File: src/rtl/io_pkg.sv
// Shared constants, vector types and the ms-to-cycles helper for the board I/O front end.
package io_pkg;

    localparam int N_BTN_DEFAULT = 5;
    localparam int N_SW_DEFAULT  = 16;

    typedef logic [N_BTN_DEFAULT-1:0] btn_vec_t;
    typedef logic [N_SW_DEFAULT-1:0]  sw_vec_t;

    // Rounds to the nearest whole cycle and never returns less than one.
    function automatic int cycles_from_ms(real mhz, real ms);
        int c;
        c = int'(mhz * 1000.0 * ms);
        return (c < 1) ? 1 : c;
    endfunction

endpackage

File: src/rtl/io_debounce_bit.sv
// One input line: multi-flop synchroniser, stability counter and debounced level.
// chg_o is a registered one-cycle pulse on the same edge level_o changes.
module io_debounce_bit #(
    parameter int SYNC_STAGES = 2,
    parameter int DB_CYCLES   = 1
) (
    input  logic clk,
    input  logic rst,
    input  logic raw_i,
    output logic level_o,
    output logic chg_o
);

    localparam int            CW       = $clog2(DB_CYCLES + 1);
    localparam logic [CW-1:0] CNT_TERM = CW'(DB_CYCLES - 1);

    logic [SYNC_STAGES-1:0] sync_q;
    logic                   sync;
    logic [CW-1:0]          cnt_q;

    assign sync = sync_q[SYNC_STAGES-1];

    always_ff @(posedge clk) begin
        if (rst) begin
            sync_q  <= '0;
            cnt_q   <= '0;
            level_o <= 1'b0;
            chg_o   <= 1'b0;
        end else begin
            sync_q <= {sync_q[SYNC_STAGES-2:0], raw_i};
            chg_o  <= 1'b0;
            // Any sample matching the current level restarts the stability window.
            if (sync == level_o) begin
                cnt_q <= '0;
            end else if (cnt_q == CNT_TERM) begin
                level_o <= sync;
                chg_o   <= 1'b1;
                cnt_q   <= '0;
            end else begin
                cnt_q <= cnt_q + 1'b1;
            end
        end
    end

endmodule

File: src/rtl/io_input_conditioner.sv
// Synchronises and debounces board buttons/switches, emitting clean levels and edge pulses.
// Long-press detection is built only when IO_COND_LONGPRESS_EN is defined.
module io_input_conditioner
    import io_pkg::*;
#(
    parameter real CLK_FREQ     = 100.0,
    parameter real DEBOUNCE_MS  = 10.0,
`ifdef IO_COND_LONGPRESS_EN
    parameter real LONGPRESS_MS = 1000.0,
`endif
    parameter int  N_BTN        = N_BTN_DEFAULT,
    parameter int  N_SW         = N_SW_DEFAULT,
    parameter int  SYNC_STAGES  = 2
) (
    input  logic             clk,
    input  logic             rst,
    input  logic [N_BTN-1:0] btn_raw_i,
    input  logic [N_SW-1:0]  sw_raw_i,
    output logic [N_BTN-1:0] btn_o,
    output logic [N_SW-1:0]  sw_o,
    output logic [N_BTN-1:0] btn_rise_o,
    output logic [N_BTN-1:0] btn_fall_o,
    output logic [N_BTN-1:0] btn_long_o,
    output logic             change_o
);

    localparam int DB_CYCLES = cycles_from_ms(CLK_FREQ, DEBOUNCE_MS);

    logic [N_BTN-1:0] btn_chg;
    logic [N_SW-1:0]  sw_chg;

    for (genvar i = 0; i < N_BTN; i++) begin : g_btn
        io_debounce_bit #(.SYNC_STAGES(SYNC_STAGES), .DB_CYCLES(DB_CYCLES)) u_db (
            .clk     (clk),
            .rst     (rst),
            .raw_i   (btn_raw_i[i]),
            .level_o (btn_o[i]),
            .chg_o   (btn_chg[i])
        );
    end

    for (genvar i = 0; i < N_SW; i++) begin : g_sw
        io_debounce_bit #(.SYNC_STAGES(SYNC_STAGES), .DB_CYCLES(DB_CYCLES)) u_db (
            .clk     (clk),
            .rst     (rst),
            .raw_i   (sw_raw_i[i]),
            .level_o (sw_o[i]),
            .chg_o   (sw_chg[i])
        );
    end

    // chg and level are both registered, so the direction is known on the changing edge.
    assign btn_rise_o = btn_chg & btn_o;
    assign btn_fall_o = btn_chg & ~btn_o;
    assign change_o   = |{btn_chg, sw_chg};

`ifdef IO_COND_LONGPRESS_EN
    localparam int            LP_CYCLES = cycles_from_ms(CLK_FREQ, LONGPRESS_MS);
    localparam int            HW        = $clog2(LP_CYCLES + 1);
    localparam logic [HW-1:0] HOLD_TERM = HW'(LP_CYCLES - 1);

    for (genvar i = 0; i < N_BTN; i++) begin : g_long
        logic [HW-1:0] hold_q;
        logic          long_q;

        // Counter parks at its terminal value so each press yields a single pulse.
        always_ff @(posedge clk) begin
            if (rst || !btn_o[i]) begin
                hold_q <= '0;
                long_q <= 1'b0;
            end else if (hold_q != HOLD_TERM) begin
                hold_q <= hold_q + 1'b1;
                long_q <= (hold_q == HOLD_TERM - 1'b1);
            end else begin
                long_q <= 1'b0;
            end
        end

        assign btn_long_o[i] = long_q;
    end
`else
    assign btn_long_o = '0;
`endif

endmodule

File: config.mk
export PLATFORM = sky130hd
export DESIGN_NAME = io_input_conditioner
export DESIGN_NICKNAME = d
export VERILOG_FILES = /design/src/rtl/io_pkg.sv /design/src/rtl/io_debounce_bit.sv /design/src/rtl/io_input_conditioner.sv
export SDC_FILE = /design/constraint.sdc
export NUM_CORES = 1
export LEC_CHECK = 0
export ABC_AREA = 1
export CORE_MARGIN = 2
export CORE_UTILIZATION = 28
export CTS_BUF_LIST = sky130_fd_sc_hd__clkbuf_4 sky130_fd_sc_hd__clkbuf_8
export DETAILED_ROUTE_END_ITERATION = 7
export GPL_TIMING_DRIVEN = 1
export SLEW_MARGIN = 20
export SYNTH_ARGS = -nofsm -noshare
export SYNTH_HDL_FRONTEND = slang
export SYNTH_SLANG_ARGS = --single-unit
File: constraint.sdc
create_clock -name clk -period 1.7 [get_ports clk]
set_input_delay 0.17 -clock clk [delete_from_list [all_inputs] [get_ports clk]]
set_output_delay 0.17 -clock clk [all_outputs]
set_load 0.02 [all_outputs]
# Yosys cells after proc, flatten, opt, wreduce, memory -nomap -nowiden
# Cells that the tools add are included.
[totals]
reg_bits = 504
[op_classes]
addsub = 21
n_eq_ne = 42
n_mux = 21
bitwise_logic = 24
reduce_logical = 64
[ops]
columns = ["operator", "n"]
rows = [
  ["$add A20 B1 Y20 const B", 21],
  ["$eq A20 B20 Y1 const B", 21],
  ["$reduce_or A3 Y1", 21],
  ["$reduce_and A2 Y1", 21],
  ["$reduce_or A2 Y1", 21],
  ["$eq A1 B1 Y1", 21],
  ["$mux W1", 21],
  ["$not A1 Y1", 21],
  ["$reduce_or A21 Y1", 1],
  ["$and A5 B5 Y5", 2],
  ["$not A5 Y5", 1],
]

# Logic depth before layout (Yosys ltp)
[logic_depth]
word_depth = 3
depth_mapped = 11

# Hierarchy
# A second synthesis with hierarchy kept.
[hier_totals]
cells_unflattened = 3704
area_unflattened_um2 = 25304.3
[modules_own_cells]
columns = ["mod", "instances", "cells_per_inst", "area_each_um2", "seq_area_each_um2"]
rows = [
  ["io_debounce_bit (g_btn[0].u_db ...)", 20, 174, 1196.1, 480.5],
  ["io_debounce_bit (g_sw[9].u_db)", 1, 178, 1186.1, 480.5],
  ["io_input_conditioner", 1, 46, 195.2, 0.0],
]

# Least setup slack after synthesis
# No wires, ideal clock.
[synth_timing]
path_type = "register -> register"
start = "register g_sw[11].u_db.cnt_q[0]"
end = "register g_sw[11].u_db.cnt_q[14]"
t_arrival_ns = 1.330
required_time_ns = 1.586
setup_slack_ns = 0.255
stages_incl_launch_ff = 8
path_buffers = 1
synth_period_minus_slack_ns = 1.445
path_cell_list = "dfxtp_1 > ha_1 > nand3_2 > nor2_4 > nand3_4 > nand2_2 > buf_6 > nor2_1"
[synth_between]
elab_chain_cells = 2
[synth_rtl]
columns = ["item", "line_no", "source"]
rows = [
  ["start: declaration", "io_debounce_bit.sv:19", "logic [CW-1:0] cnt_q;"],
  ["start signal: assignment", "io_debounce_bit.sv:40", "cnt_q <= cnt_q + 1'b1;"],
  ["parallel branches: the longest is 2 deep, another holds $add A20 B1 Y20", "--", ""],
]
# Parallel ways; which one is timed is not known.
# A chain may end at the register's enable or synchronous reset.

# Final worst setup path
[layout_timing]
start = "register g_sw[0].u_db.chg_o"
end = "output port change_o"
[layout_between]
elab_chain_cells = 1
[layout_rtl]
columns = ["item", "line_no", "source"]
rows = [
  ["start: declaration", "io_debounce_bit.sv:11", "output logic chg_o"],
  ["start signal: assignment", "io_debounce_bit.sv:28", "chg_o <= 1'b0;"],
  ["start signal: assignment", "io_debounce_bit.sv:31", "chg_o <= 1'b0;"],
  ["start signal: assignment", "io_debounce_bit.sv:37", "chg_o <= 1'b1;"],
  ["$reduce_or A21 Y1", "io_input_conditioner.sv:55", "assign change_o = |{btn_chg, sw_chg};"],
  ["end: declaration", "io_input_conditioner.sv:24", "output logic change_o"],
]
# No other way between the ends.

==> flow_summary.ini <==
[status]
status = finished, violations left
violations = setup timing

[critical_path]
cp.required_ns = 1.53
startpoint_type = flip-flop
cp.buffers_inverters = 2
r2r-start = g_btn[0].u_db.cnt_q[0]
crit_family = simple AND/OR/NAND/NOR gates
cp-startpoint = g_sw[0].u_db.chg_o
cpPeakStageDelay_ns = 0.31
worst-path-max-fanout = 1
crit_slowest_cell = dfxtp_1
crit_chain = nor2_2 -> nand3_1 -> nor3_2 -> buf_4 -> nand4_1 -> buf_6
worstSetupPathType = reg2out
cp-end-kind = output pin
crit_arrival_ns = 1.73

[job]
max_cap_viol_count = 0

[timing]
postLayoutSetupSlackWorst_ns = -0.203
rsz0062_at_grt = yes
period_share_pct = 112
fin_skew_ns = 0.0226
hold_violations = 0
fin_hold_ws_ns = 0.0554
slew_viol_final = 0
finalCriticalPeriod_ns = 1.90
fmax_mhz = 525
finalSetupViolCount = 1

[floorplanning]
die_x_um = 301
die-area_sq_um = 90600
ioPinCount = 60
start_util_pct = 28.3
core-area_sq_um = 87200
rows = 108
die_h_um = 301

[synth]
synth_warnings = 0
synth-compound-area-share_pct = 4.36
netlist_area_sq_um = 24700
ys_types = 36
async_reset_ff_share_pct = 0
yosysSeqAreaShare_pct = 40.8
yosys.area_share.simple_pct = 38.8
synth_ff_type = dfxtp_1
synth.most_common_cell = nor2_1
post-synth-top-area-fraction_pct = 40.8
synth_cells = 3652
synth_edf_count = 0
synthXorXnorAreaFrac_pct = 7.27
synth_top_area_cell = dfxtp_1
yosys-top-cells-area = dfxtp_1, nor2_1, nand2_1
ys_seq_elements = 504
synth_top_family_by_area = simple AND/OR/NAND/NOR gates
synth_fa_ha_area_share_pct = 1.06
avgSynthCellArea_sq_um = 6.76
synth_mux_area_share_pct = 0
synth_common_cells = nor2_1, nand2_1, dfxtp_1, inv_1, nand3_1

[power_and_ir_drop]
power_density_nw_per_um2 = 831
p_leak_uw = 0.00937
peakVddDrop_mv = 0.674

[clock_tree]
clock_latency_ns = 0.68
cts_tree = done
clock_path_buffers = 3
htree_levels = 3
clkSinkCount = 504
clkTransAtPathRegs_ns = 0.06
ctsRootBufferMaster = clkbuf_8
cts_buffers = 84

[detailed_routing]
drc = 0
drt_iter0_markers = 1435
routed-via-count = 21700
wl_per_cell_um = 10.7
wl_um = 54000
firstDrtPassIters = 6
via_per_inst = 4.31
ant_nets = 0

[global_route]
grt_pass1_vias = 20000
grt_remaining_overflow = 0
grt_pass1_wl_um = 92300
grt_max_degree = 29
track_usage_pct = 12.0
antenna_found_initial = 2

[placement]
place.gp.congestion = 0.867
port-buffer-count = 54
hpwl_um = 39300

[cells_and_area]
drive_above_1_share_pct = 8.99
post-route-util_pct = 33.2
syn_to_final_growth_pct = 17.1
fin_nets = 3853

[worst_hold_path]
min_path_type = in2reg
min-delay-start = sw_raw_i[2]
==> kinds of logic after synthesis <==
family	after synthesis
other cells	1
fa+ha+maj	21
buf+inv	434
simple gates	2281
flops	504
xor+xnor	205
compound gates	206
==> what timing repair did <==
item,in CTS,in global routing
endpoints found under the setup margin,31,92
setup buffers,0,3
pin swaps,0,3
endpoints found under the hold margin,41,0
hold buffers,12,0
resized for setup,81,34
==> per-stage QoR <==
step | cells | power (uW) | TNS (ns) | setup WS (ns) | instance area (sq um)
2_1_floorplan | 3656 | 12400 | 0 | 0.255 | 24700
3_3_place_gp | 4864 | 12600 | 0 | 0.0203 | 26900
3_5_place_dp | 4864 | 12600 | 0 | 0.0513 | 26900
4_1_cts | 5026 | 24500 | -0.252 | -0.252 | 28900
5_1_grt | 5033 | 25000 | -0.368 | -0.330 | 28900
6_report | 5033 | 24000 | -0.203 | -0.203 | 28900
==> power by group <==
| part | total [uW] | switching, uW | internal (uW) |
|---|---|---|---|
| registers | 11900 | 35.0 | 11900 |
| clock network | 11700 | 4950 | 6770 |
| logic | 407 | 232 | 174 |
==> area by class of cell <==
type	count	area (sq um)
repair buffers	135	1330
well taps	1155	1450
diodes	5	12.5
flip-flops and latches	504	10100
clock inverters	14	150
fillers	9445	58200
multi-input cells	2718	12800
inverters	366	1370
clock buffers	136	1700
==> cell usage in the layout (no fill, tap or decap), types with 33 or more instances in the layout <==
cell,count
nor2_1,929
nand2_1,877
dfxtp_1,498
inv_1,364
nand3_1,230
a21oi_1,154
xor2_1,112
clkbuf_8,109
xnor2_1,93
nand4_1,66
buf_4,56
o21ai_0,33
==> per-layer routing <==
| metal | global-route usage [%] | wire [um] |
|---|---|---|
| met4 | 3.20 | 1060 |
| met3 | 2.99 | 2680 |
| met1 | 16.7 | 28000 |
| met5 | 0 | 0 |
| met2 | 18.3 | 22200 |
==> state kept, by name, summed over array words and instances (netlist names) <==
| name | count |
|---|---|
| g_btn.u_db.sync_q | 10 |
| g_btn.u_db.level_o | 5 |
| g_sw.u_db.chg_o | 16 |
| g_sw.u_db.sync_q | 32 |
| g_btn.u_db.chg_o | 5 |
| g_btn.u_db.cnt_q | 100 |
| g_sw.u_db.cnt_q | 320 |
| g_sw.u_db.level_o | 16 |
==> worst reg2reg max path, cell delays in order, from the launching register on <==
cell and delay [ns]:
dfxtp_1 0.35, ha_1 0.21, nand3_1 0.14, nor2_1 0.24
nand3_2 0.15, nor3_1 0.17, buf_4 0.21
==> path summary, 6_finish.rpt <==
kind,end,slack (ns),cells past startpoint
hold / removal,g_sw[2].u_db.sync_q[0],0.06,3
hold reg to reg,g_sw[11].u_db.sync_q[1],0.40,2
setup / recovery,change_o,-0.20,6
setup reg to reg,g_btn[0].u_db.chg_o,0.14,6
No activity file was read; power rests on OpenSTA's default activity.
